===== config.mk =====
export PLATFORM = sky130hd
export DESIGN_NAME = fadd_issue
export DESIGN_NICKNAME = d
export VERILOG_FILES = /design/src/rtl/fadd_issue.sv
export SDC_FILE = /design/constraint.sdc
export NUM_CORES = 1
export LEC_CHECK = 0
export CORE_UTILIZATION = 44
export CTS_CLUSTER_SIZE = 14
export DETAILED_ROUTE_END_ITERATION = 10
export GPL_TIMING_DRIVEN = 0
export PLACE_DENSITY = 0.84
export SLEW_MARGIN = 5
export SYNTH_ARGS = -nofsm -noshare
export SYNTH_HDL_FRONTEND = slang
export SYNTH_SLANG_ARGS = --single-unit

===== constraint.sdc =====
create_clock -name clk -period 2.2 [get_ports clk]
set_input_delay 0.44 -clock clk [delete_from_list [all_inputs] [get_ports clk]]
set_output_delay 0.44 -clock clk [all_outputs]
set_load 0.01 [all_outputs]

===== src/rtl/fadd_issue.sv =====
// Issue/collect wrapper around a fixed-latency pipelined FP adder: registers
// tagged operands into the adder, tracks them through its latency and buffers results.
module fadd_issue #(
  parameter int FADD_LAT = 2,
  parameter int TAG_W    = 4,
  parameter int DEPTH    = 4
) (
  input  logic             clk,
  input  logic             rst,
  input  logic             in_valid,
  output logic             in_ready,
  input  logic [31:0]      in_x1,
  input  logic [31:0]      in_x2,
  input  logic [TAG_W-1:0] in_tag,
  output logic [31:0]      fadd_x1,
  output logic [31:0]      fadd_x2,
  input  logic [31:0]      fadd_y,
  output logic             out_valid,
  input  logic             out_ready,
  output logic [31:0]      out_y,
  output logic [TAG_W-1:0] out_tag,
  output logic             busy
);

  localparam int PTR_W = (DEPTH > 1) ? $clog2(DEPTH) : 1;
  localparam int OCC_W = $clog2(DEPTH + 1);
  localparam logic [PTR_W-1:0] LAST_PTR = PTR_W'(DEPTH - 1);
  localparam logic [OCC_W-1:0] OCC_MAX  = OCC_W'(DEPTH);

  logic accept;
  logic push;
  logic pop;

  // Operand registers feeding the adder
  logic [31:0] x1_q, x1_d;
  logic [31:0] x2_q, x2_d;

  // Tracking shift register: stage gi holds the token issued gi edges ago
  logic [FADD_LAT:0] trk_vld_q, trk_vld_d;
  logic [TAG_W-1:0]  trk_tag_q [FADD_LAT+1];
  logic [TAG_W-1:0]  trk_tag_d [FADD_LAT+1];

  // Result FIFO storage and control
  logic [31:0]      mem_y_q   [DEPTH];
  logic [TAG_W-1:0] mem_tag_q [DEPTH];
  logic [PTR_W-1:0] wr_ptr_q, wr_ptr_d;
  logic [PTR_W-1:0] rd_ptr_q, rd_ptr_d;
  logic [OCC_W-1:0] cnt_q, cnt_d;
  logic [OCC_W-1:0] occ_q, occ_d;

  function automatic logic [PTR_W-1:0] ptr_inc(input logic [PTR_W-1:0] p);
    return (p == LAST_PTR) ? '0 : p + PTR_W'(1);
  endfunction

  // Credits come from registered occupancy only, so there is no path from out_ready
  assign in_ready  = !rst && (occ_q < OCC_MAX);
  assign accept    = in_valid && in_ready;
  assign out_valid = !rst && (cnt_q != '0);
  assign pop       = out_valid && out_ready;
  assign push      = trk_vld_q[FADD_LAT];
  assign busy      = !rst && (occ_q != '0);

  assign fadd_x1 = x1_q;
  assign fadd_x2 = x2_q;
  assign out_y   = mem_y_q[rd_ptr_q];
  assign out_tag = mem_tag_q[rd_ptr_q];

  genvar gi;
  generate
    for (gi = 0; gi <= FADD_LAT; gi++) begin : g_trk
      if (gi == 0) begin : g_head
        assign trk_vld_d[gi] = accept;
        assign trk_tag_d[gi] = in_tag;
      end else begin : g_shift
        assign trk_vld_d[gi] = trk_vld_q[gi-1];
        assign trk_tag_d[gi] = trk_tag_q[gi-1];
      end
    end
  endgenerate

  always_comb begin
    x1_d = x1_q;
    x2_d = x2_q;
    if (accept) begin
      x1_d = in_x1;
      x2_d = in_x2;
    end
  end

  always_comb begin
    wr_ptr_d = push ? ptr_inc(wr_ptr_q) : wr_ptr_q;
    rd_ptr_d = pop  ? ptr_inc(rd_ptr_q) : rd_ptr_q;
    cnt_d    = cnt_q + OCC_W'(push) - OCC_W'(pop);
    occ_d    = occ_q + OCC_W'(accept) - OCC_W'(pop);
  end

  always_ff @(posedge clk) begin
    if (rst) begin
      x1_q      <= '0;
      x2_q      <= '0;
      trk_vld_q <= '0;
      wr_ptr_q  <= '0;
      rd_ptr_q  <= '0;
      cnt_q     <= '0;
      occ_q     <= '0;
    end else begin
      x1_q      <= x1_d;
      x2_q      <= x2_d;
      trk_vld_q <= trk_vld_d;
      wr_ptr_q  <= wr_ptr_d;
      rd_ptr_q  <= rd_ptr_d;
      cnt_q     <= cnt_d;
      occ_q     <= occ_d;
    end
  end

  // Tags and storage carry no reset; validity lives in trk_vld_q and cnt_q
  always_ff @(posedge clk) begin
    trk_tag_q <= trk_tag_d;
    if (push) begin
      mem_y_q[wr_ptr_q]   <= fadd_y;
      mem_tag_q[wr_ptr_q] <= trk_tag_q[FADD_LAT];
    end
  end

endmodule


==> results.sh, run 1 <==
export IMPL_slew_violations=0
export IMPL_synth_top_area_cell="edfxtp_1"
export IMPL_tritoncts="done"
export IMPL_yosys_area_share_adder_pct=1.64
export IMPL_clock_sinks=235
export IMPL_grt_use_total_pct=18.8
export IMPL_synth_top_cell_area_share_pct=50.6
export IMPL_placed_area_um2=11000
export IMPL_die_area_um2=20000
export IMPL_violations="setup timing"
export IMPL_power_density_nw_per_um2=958
export IMPL_insertion_delay_ns=0.52
export IMPL_fillCellCount=1410
export IMPL_cts_max_level=1
export IMPL_rr_startpoint="cnt_q[1]$_SDFF_PP0_"
export IMPL_synth_nets=664
export IMPL_yosysMostFrequentCell="edfxtp_1"
export IMPL_syn_area_per_cell_um2=15.5
export IMPL_multiInputGateArea_um2=2210
export IMPL_holdPathStages=0
export IMPL_start_util_pct=45.2
export IMPL_hold_end="trk_tag_q[2]$_DFF_P_"
export IMPL_skew_ns=0.0166
export IMPL_cp_required_ns=1.76
export IMPL_syn_to_final_growth_pct=40.0
export IMPL_dp_hpwl_mm=12.5
export IMPL_synthArstFlopShare_pct=0
export IMPL_gp_congestion=0.811
export IMPL_outcome="finished with violations"
export IMPL_register_area_um2=6150
export IMPL_synth_area_um2=8540
export IMPL_finalSetupViolCount=35
export IMPL_drv_cap=0
export IMPL_synth_commonest_cells="144 x edfxtp_1, 91 x dfxtp_1, 64 x nand2_1, 64 x nand2b_1, 64 x o21ai_0"
export IMPL_stdcell_area_um2=12000
export IMPL_hold_class="flop to flop"
export IMPL_worst_r2r_path_depth=9
export IMPL_final_util_pct=63.3
export IMPL_grt_pass1_wl_mm=28.9
export IMPL_core_um2=18900
export IMPL_hold_buffers=0
export IMPL_dp_cells=1019
export IMPL_synth_cell_types=24
export IMPL_whs_ns=0.326
export IMPL_clk_pin_slew_ns=0.06
export IMPL_cp_arrival_ns=1.87
export IMPL_synthSimpleGateAreaFrac_pct=9.59
export IMPL_ys_ff_latch=235
export IMPL_cp_start_kind="flop"
export IMPL_worstSetupEndpointType="primary output"
export IMPL_pin_count=207
export IMPL_path_class="flop to primary output"
export IMPL_final_nets=908
export IMPL_r2r_end="occ_q[2]$_SDFF_PP0_"
export IMPL_first_global_vias=5593
export IMPL_rsz0062_at_grt="true"
export IMPL_synth_top_family_by_area="multiplexers"
export IMPL_leakagePower_uw=0.00417
export IMPL_drc=0
export IMPL_synth_compound_area_share_pct=3.75
export IMPL_fin_cells=1073
export IMPL_synthMuxAreaShare_pct=10.3
export IMPL_wl_per_cell_um=17.6
export IMPL_first_pass_iters=4
export IMPL_syn_inst=550
export IMPL_die_h_um=141
export IMPL_worst_pin_slew_ns=0.417
export IMPL_dr_total_vias=5279
export IMPL_yosysSeqAreaShare_pct=71.9
export IMPL_dieWidth_um=141
export IMPL_ys_top_cells_by_area="edfxtp_1 51%, dfxtp_1 21%, mux4_2 9.5%"
export IMPL_rows=50
export IMPL_r2r_slack_ns=0.13
export IMPL_relSlewSlack_pct=72.2
export IMPL_grt_max_degree=29
export IMPL_grt_overflow=0
export IMPL_hold_viol_final=0
export IMPL_hold_path_startpoint="trk_tag_d[2]$_DFF_P_"
export IMPL_io_buffers=205
export IMPL_drt_initial_drc_count=173
export IMPL_wl_mm=18.8
export IMPL_grt_antenna_before_repair=0
export IMPL_numCtsBuffers=25
export IMPL_fin_crit_sh_pct=105
export IMPL_worst_slack_ns=-0.109
export IMPL_ys_flop_type="edfxtp_1"
export IMPL_insertedDiodeCount=0
export IMPL_period_needed_ns=2.31
export IMPL_critPathMaxFanout=6
export IMPL_drive_gt1_share_pct=19.8
export IMPL_viasPerCell=4.92
export IMPL_vdd_drop_max_uv=756
export IMPL_synth_xor_area_share_pct=0.410
export IMPL_final_antenna_net_count=0
export IMPL_synth_warnings=0
export IMPL_max_freq_ghz=0.433
export IMPL_cts_root_buf="clkbuf_16"
export IMPL_synth_edff_count=144
export IMPL_clockBufferDepth=3
export IMPL_dpl_worst_slack_ns=-0.399
layout make-up:
| cell class | count | share of cell area, % |
|---|---|---|
| Inverter | 7 | 0.220 |
| Tap cell | 260 | 2.72 |
| Timing Repair Buffer | 219 | 18.7 |
| Sequential cell | 235 | 51.4 |
| Multi-Input combinational cell | 277 | 18.5 |
| Buffer | 29 | 1.92 |
| Clock buffer | 31 | 5.50 |
| Clock inverter | 15 | 1.01 |
layer usage:
layer	part of all wire [%]	wire length, µm	vias to the layer above	GRT usage [%]
met5	0	0	-	0
met4	1.9	364	0	4.81
met3	8.8	1650	25	6.41
met2	49	9270	196	32.7
met1	40	7560	2584	22.3
li1	-	-	2474	-
critical path: stages (launching register included):
cell       delay [ns]
dfxtp_4          0.38
buf_12           0.15
clkbuf_16        0.16
mux4_2           0.51
buf_6            0.14
through the flow:
stage                     power, µW  TNS (ns)
after detailed placement       7320     -8.38
final                         11500     -2.41
after global placement         7280    -45.34
after floorplan                6220         0
after CTS                     11300     -4.03
after global routing          11900     -4.56
where the power goes:
group,internal (µW),switching (µW),total (µW)
Combinational,1490,965,2450
Sequential,4910,162,5070
Clock,2260,1680,3940
layout by cell type, fill, tap and decap left out, types with 10 or more instances in the layout:
| cell | n |
|---|---|
| clkdlybuf4s50_1 | 169 |
| edfxtp_1 | 144 |
| dfxtp_1 | 87 |
| nand2b_1 | 64 |
| nand2_1 | 64 |
| o21ai_0 | 64 |
| mux4_2 | 36 |
| clkbuf_16 | 28 |
| buf_6 | 26 |
| buf_2 | 17 |
| clkbuf_1 | 13 |
| nor2_1 | 10 |
cell families after synthesis:
logic type / Yosys count
flip-flops: 235
adder cells (fa/ha/maj): 10
AO/OA/AOI/OAI: 64
AND/OR/NAND/NOR: 157
XOR/XNOR: 4
multiplexers: 42
buffers and inverters: 38
state kept, by name, summed over array words and instances (netlist names), named ones only:
name / flops
trk_tag_d: 8
mem_y_q: 128
wr_ptr_q: 2
cnt_q: 3
trk_vld_q: 3
mem_tag_q: 16
fadd_x1: 32
fadd_x2: 32
trk_tag_q: 4
occ_q: 3
rd_ptr_q: 2
repair_timing:
| item | 4_1_cts | 5_1_grt |
|---|---|---|
| setup buffers | 0 | 6 |
| gates resized for setup | 175 | 18 |
| cloned | 1 | 3 |
| endpoints found under the setup margin | 41 | 35 |
| pin swaps | 1 | 3 |
how the worst max path moves through the flow:
stage / slack, ns / startpoint / end / depth (start not counted)
after floorplan: 0.06 / cnt_q[1]$_SDFF_PP0_ / occ_q[2]$_SDFF_PP0_ / 9
after global placement: -0.36 / out_ready / occ_q[2]$_SDFF_PP0_ / 9
after detailed placement: -0.40 / out_ready / cnt_q[2]$_SDFF_PP0_ / 9
after CTS: -0.28 / flop / out_y[16] / 4
after global routing: -0.16 / flop / out_y[15] / 4
final: -0.11 / flop / out_y[15] / 4
No activity file was read; power rests on OpenSTA's default activity.
==> run 2, diff against run 1 <==
--- a/config.mk
+++ b/config.mk
@@ -9,7 +9,7 @@
 export CTS_CLUSTER_SIZE = 14
 export DETAILED_ROUTE_END_ITERATION = 10
 export GPL_TIMING_DRIVEN = 0
-export PLACE_DENSITY = 0.84
+export PLACE_DENSITY = 0.75
 export SLEW_MARGIN = 5
 export SYNTH_ARGS = -nofsm -noshare
 export SYNTH_HDL_FRONTEND = slang
==> results.sh, run 2 (synthesis gave the netlist of run 1 again) <==
export IMPL_outcome="finished with violations"
export IMPL_violations="setup timing"
export IMPL_power_density_nw_per_um2=946
export IMPL_hold_path_startpoint="trk_tag_d[2]$_DFF_P_"
export IMPL_viasPerCell=4.91
export IMPL_rows=50
export IMPL_critPathMaxFanout=10
export IMPL_top_register="mem_y_q"
export IMPL_cp_required_ns=1.76
export IMPL_die_h_um=141
export IMPL_gp_congestion=0.813
export IMPL_finalSetupViolCount=29
export IMPL_slew_violations=0
export IMPL_first_pass_iters=4
export IMPL_drc=0
export IMPL_start_util_pct=45.2
export IMPL_die_area_um2=20000
export IMPL_grt_overflow=0
export IMPL_vdd_drop_max_uv=590
export IMPL_first_global_vias=5755
export IMPL_grt_use_total_pct=19.8
export IMPL_final_nets=904
export IMPL_core_um2=18900
export IMPL_layout_commonest_cell="clkdlybuf4s50_1"
export IMPL_clock_sinks=235
export IMPL_final_antenna_net_count=0
export IMPL_fin_crit_sh_pct=102
export IMPL_hold_class="flop to flop"
export IMPL_dieWidth_um=141
export IMPL_r2r_slack_ns=0.11
export IMPL_whs_ns=0.323
export IMPL_grt_antenna_before_repair=1
export IMPL_hold_viol_final=0
export IMPL_dp_hpwl_mm=13.4
export IMPL_drv_cap=0
export IMPL_skew_ns=0.0129
export IMPL_grt_pass1_wl_mm=30.4
export IMPL_relSlewSlack_pct=73.2
export IMPL_holdPathStages=0
export IMPL_syn_to_final_growth_pct=38.9
export IMPL_tritoncts="done"
export IMPL_path_class="flop to primary output"
export IMPL_drt_initial_drc_count=179
export IMPL_cts_root_buf="clkbuf_16"
export IMPL_hold_end="trk_tag_q[2]$_DFF_P_"
export IMPL_grt_max_degree=29
export IMPL_fillCellCount=1412
export IMPL_drive_gt1_share_pct=19.1
export IMPL_worstSetupEndpointType="primary output"
export IMPL_clk_pin_slew_ns=0.06
export IMPL_cts_max_level=1
export IMPL_io_buffers=205
export IMPL_cp_start_kind="flop"
export IMPL_insertion_delay_ns=0.50
export IMPL_dr_total_vias=5256
export IMPL_period_needed_ns=2.24
export IMPL_largest_reg_flops=128
export IMPL_worst_r2r_path_depth=9
export IMPL_cp_arrival_ns=1.80
export IMPL_rr_startpoint="cnt_q[1]$_SDFF_PP0_"
export IMPL_max_freq_ghz=0.447
export IMPL_clockBufferDepth=3
export IMPL_worst_pin_slew_ns=0.402
export IMPL_wl_mm=19.4
export IMPL_pin_count=207
export IMPL_r2r_end="occ_q[2]$_SDFF_PP0_"
export IMPL_numCtsBuffers=24
export IMPL_rsz0062_at_grt="true"
export IMPL_worst_slack_ns=-0.0363
export IMPL_leakagePower_uw=0.00412
export IMPL_final_cell_mix="169 x clkdlybuf4s50_1, 144 x edfxtp_1, 85 x dfxtp_1"
export IMPL_setup_tns_final_ns=-0.437
export IMPL_wl_per_cell_um=18.2
==> run 2: worst max path at each step <==
| stage | to | slack, ns | from | cells after the start |
|---|---|---|---|---|
| floorplan | occ_q[2]$_SDFF_PP0_ | 0.06 | cnt_q[1]$_SDFF_PP0_ | 9 |
| global placement | occ_q[2]$_SDFF_PP0_ | -0.34 | out_ready | 9 |
| detailed placement | cnt_q[2]$_SDFF_PP0_ | -0.46 | out_ready | 9 |
| CTS | out_y[19] | -0.16 | flop | 4 |
| global route | out_y[30] | -0.10 | flop | 4 |
| finish | out_y[30] | -0.04 | flop | 4 |
==> run 2: per-stage QoR <==
stage	total power, µW	utilization [%]	setup slack (ns)	cell area [µm²]	std cells
CTS	11400	62.6	-0.159	11800	1070
floorplan	6220	-	0.0640	8540	550
global placement	7270	57.8	-0.343	10900	1015
global route	11700	62.8	-0.102	11900	1068
finish	11200	62.8	-0.0363	11900	1070
detailed placement	7340	58.3	-0.457	11000	1019
==> run 2: final cells by class <==
class,count,area [µm²],area share (%)
Antenna cell,2,5.00,0.0422
Inverter,7,26.3,0.221
Timing Repair Buffer,216,2180,18.4
Clock inverter,10,72.6,0.611
Tap cell,260,325,2.74
Multi-Input combinational cell,277,2210,18.6
Buffer,29,215,1.81
Sequential cell,235,6160,51.9
Clock buffer,34,679,5.72
==> run 2: worst max-delay path, cell delays in order, from the launching register on <==
cell and delay (ns):
dfxtp_2 0.34, buf_12 0.14, buf_12 0.15, mux4_2 0.51, buf_2 0.17
==> run 2: timing repair <==
action,CTS,global route
cloned,1,0
pin swaps,1,2
endpoints found under the setup margin,41,40
hold buffers,0,0
resized for setup,179,22
setup buffers,7,0
==> run 2: layer usage <==
metal  track usage (%)  vias up  part of all wire [%]
met5                 0        -                     0
met4              4.46        0                   1.4
met3              7.90       20                    11
met2              35.2      202                    50
met1              22.3     2568                    37
li1                  -     2466                     -
==> run 2: report_power, final <==
group	leakage [µW]	switching [µW]	total [µW]	internal, µW
Sequential	0.00205	157	5060	4910
Combinational	0.00170	954	2340	1380
Clock	0.000367	1560	3830	2260
==> run 3, diff against run 2 <==
--- a/config.mk
+++ b/config.mk
@@ -8,7 +8,7 @@
 export CORE_UTILIZATION = 44
 export CTS_CLUSTER_SIZE = 14
 export DETAILED_ROUTE_END_ITERATION = 10
-export GPL_TIMING_DRIVEN = 0
+export GPL_TIMING_DRIVEN = 1
 export PLACE_DENSITY = 0.75
 export SLEW_MARGIN = 5
 export SYNTH_ARGS = -nofsm -noshare
==> results.sh, run 3 (synthesis gave the netlist of run 1 again) <==
export IMPL_outcome="finished with violations"
export IMPL_violations="setup timing"
export IMPL_wl_mm=18.2
export IMPL_drv_cap=0
export IMPL_relSlewSlack_pct=34.4
export IMPL_grt_overflow=0
export IMPL_grt_antenna_before_repair=1
export IMPL_first_global_vias=5617
export IMPL_die_h_um=141
export IMPL_hold_path_startpoint="trk_tag_d[1]$_DFF_P_"
export IMPL_worst_slack_ns=-0.0695
export IMPL_final_cell_mix="168 x clkdlybuf4s50_1, 144 x edfxtp_1, 85 x dfxtp_1"
export IMPL_grt_max_degree=108
export IMPL_stdcell_area_um2=11900
export IMPL_io_buffers=206
export IMPL_final_antenna_net_count=0
export IMPL_first_pass_iters=4
export IMPL_slew_violations=0
export IMPL_dr_total_vias=5089
export IMPL_max_freq_ghz=0.441
export IMPL_start_util_pct=45.2
export IMPL_whs_ns=0.325
export IMPL_fillCellCount=1393
export IMPL_core_um2=18900
export IMPL_cts_max_level=1
export IMPL_rows=50
export IMPL_period_needed_ns=2.27
export IMPL_dp_hpwl_mm=11.6
export IMPL_leakagePower_uw=0.00413
export IMPL_path_cells="buf_12 > buf_12 > mux4_2 > buf_6"
export IMPL_worstSetupEndpointType="primary output"
export IMPL_final_util_pct=63.2
export IMPL_vdd_drop_max_uv=615
export IMPL_crit_path_end="out_y[12]"
export IMPL_pin_count=207
export IMPL_clock_sinks=235
export IMPL_cp_start_kind="flop"
export IMPL_final_nets=887
export IMPL_top_register="mem_y_q"
export IMPL_drive_gt1_share_pct=19.1
export IMPL_finalSetupViolCount=35
export IMPL_wl_per_cell_um=17.3
export IMPL_max_stage_delay_ns=0.52
export IMPL_cp_slowest_cell="mux4_2"
export IMPL_hold_class="flop to flop"
export IMPL_worst_pin_slew_ns=0.984
export IMPL_cpMostUsedCell="buf_12"
export IMPL_critPathMaxFanout=8
export IMPL_clk_pin_slew_ns=0.06
export IMPL_drt_initial_drc_count=228
export IMPL_cts_root_buf="clkbuf_16"
export IMPL_tritoncts="done"
export IMPL_grt_pass1_wl_mm=29.0
export IMPL_power_density_nw_per_um2=965
export IMPL_layout_commonest_cell="clkdlybuf4s50_1"
export IMPL_path_class="flop to primary output"
export IMPL_insertion_delay_ns=0.51
export IMPL_drc=0
export IMPL_hold_viol_final=0
export IMPL_viasPerCell=4.83
export IMPL_r2r_end="occ_q[2]$_SDFF_PP0_"
export IMPL_grt_use_total_pct=18.7
export IMPL_syn_to_final_growth_pct=39.8
export IMPL_dieWidth_um=141
export IMPL_fin_crit_sh_pct=103
export IMPL_largest_reg_flops=128
export IMPL_rr_startpoint="cnt_q[1]$_SDFF_PP0_"
export IMPL_clockBufferDepth=3
export IMPL_power_uw=11500
export IMPL_rsz0062_at_grt="true"
export IMPL_cp_arrival_ns=1.83
export IMPL_placed_area_um2=10900
export IMPL_skew_ns=0.0170
export IMPL_gp_congestion=0.836
export IMPL_worst_r2r_path_depth=10
export IMPL_r2r_slack_ns=0.11
export IMPL_cp_required_ns=1.76
export IMPL_die_area_um2=20000
export IMPL_numCtsBuffers=25
==> run 3: changes by cell type in the layout (fill, tap and decap cells not counted), moves of 3 or more <==
| cell | delta |
|---|---|
| clkbuf_2 | -5 |
| clkbuf_1 | -8 |
| buf_12 | +3 |
| buf_2 | -10 |
| buf_16 | +3 |
==> run 3: critical path, delay by kind of cell (launching register included) <==
family                 cells  cell delay [ns]
buffers and inverters      3             0.42
multiplexers               1             0.52
flip-flops                 1             0.38
==> run 3: repair_timing <==
item,CTS,global route
hold endpoints to repair,0,0
endpoints found under the setup margin,37,40
gates resized for setup,175,32
pin swaps,0,5
cloned,3,0
hold buffers,0,0
setup buffers,4,1
==> run 3: cell type report <==
class | instances | area, µm² | area share [%]
inverter | 7 | 26.3 | 0.220
clock inverter | 10 | 77.6 | 0.650
antenna | 1 | 2.50 | 0.0210
tap | 260 | 325 | 2.72
clock buffer | 36 | 707 | 5.92
timing repair buffer | 227 | 2430 | 20.3
sequential | 235 | 6160 | 51.6
multi-input combinational | 277 | 2220 | 18.6
==> run 3: worst min-delay path by stage <==
| stage | endpoint | slack, ns | cells after the start |
|---|---|---|---|
| floorplan | trk_tag_d[0]$_DFF_P_ | 0.31 | 0 |
| global placement | trk_tag_q[3]$_DFF_P_ | 0.31 | 0 |
| detailed placement | trk_tag_q[1]$_DFF_P_ | 0.31 | 0 |
| CTS | trk_tag_q[0]$_DFF_P_ | 0.33 | 0 |
| global route | trk_tag_q[1]$_DFF_P_ | 0.33 | 0 |
| finish | trk_tag_q[1]$_DFF_P_ | 0.32 | 0 |
==> run 3: power breakdown <==
part,switching (µW),internal (µW)
Sequential,149,4910
Combinational,975,1540
Clock,1600,2350
==> run 3: per-stage QoR <==
stage               setup slack (ns)  std cells  setup TNS [ns]
finish                       -0.0695       1053           -1.38
global route                  -0.138       1053           -3.88
CTS                           -0.103       1052           -2.43
detailed placement            -0.254        999          -0.568
global placement              -0.183        999          -0.362
floorplan                     0.0640        550               0
==> run 3: metal layers <==
| layer | part of all wire (%) | GRT usage, % |
|---|---|---|
| met2 | 47 | 31.7 |
| met4 | 2.3 | 4.81 |
| met5 | 0 | 0 |
| met1 | 40 | 22.0 |
| met3 | 11 | 7.66 |
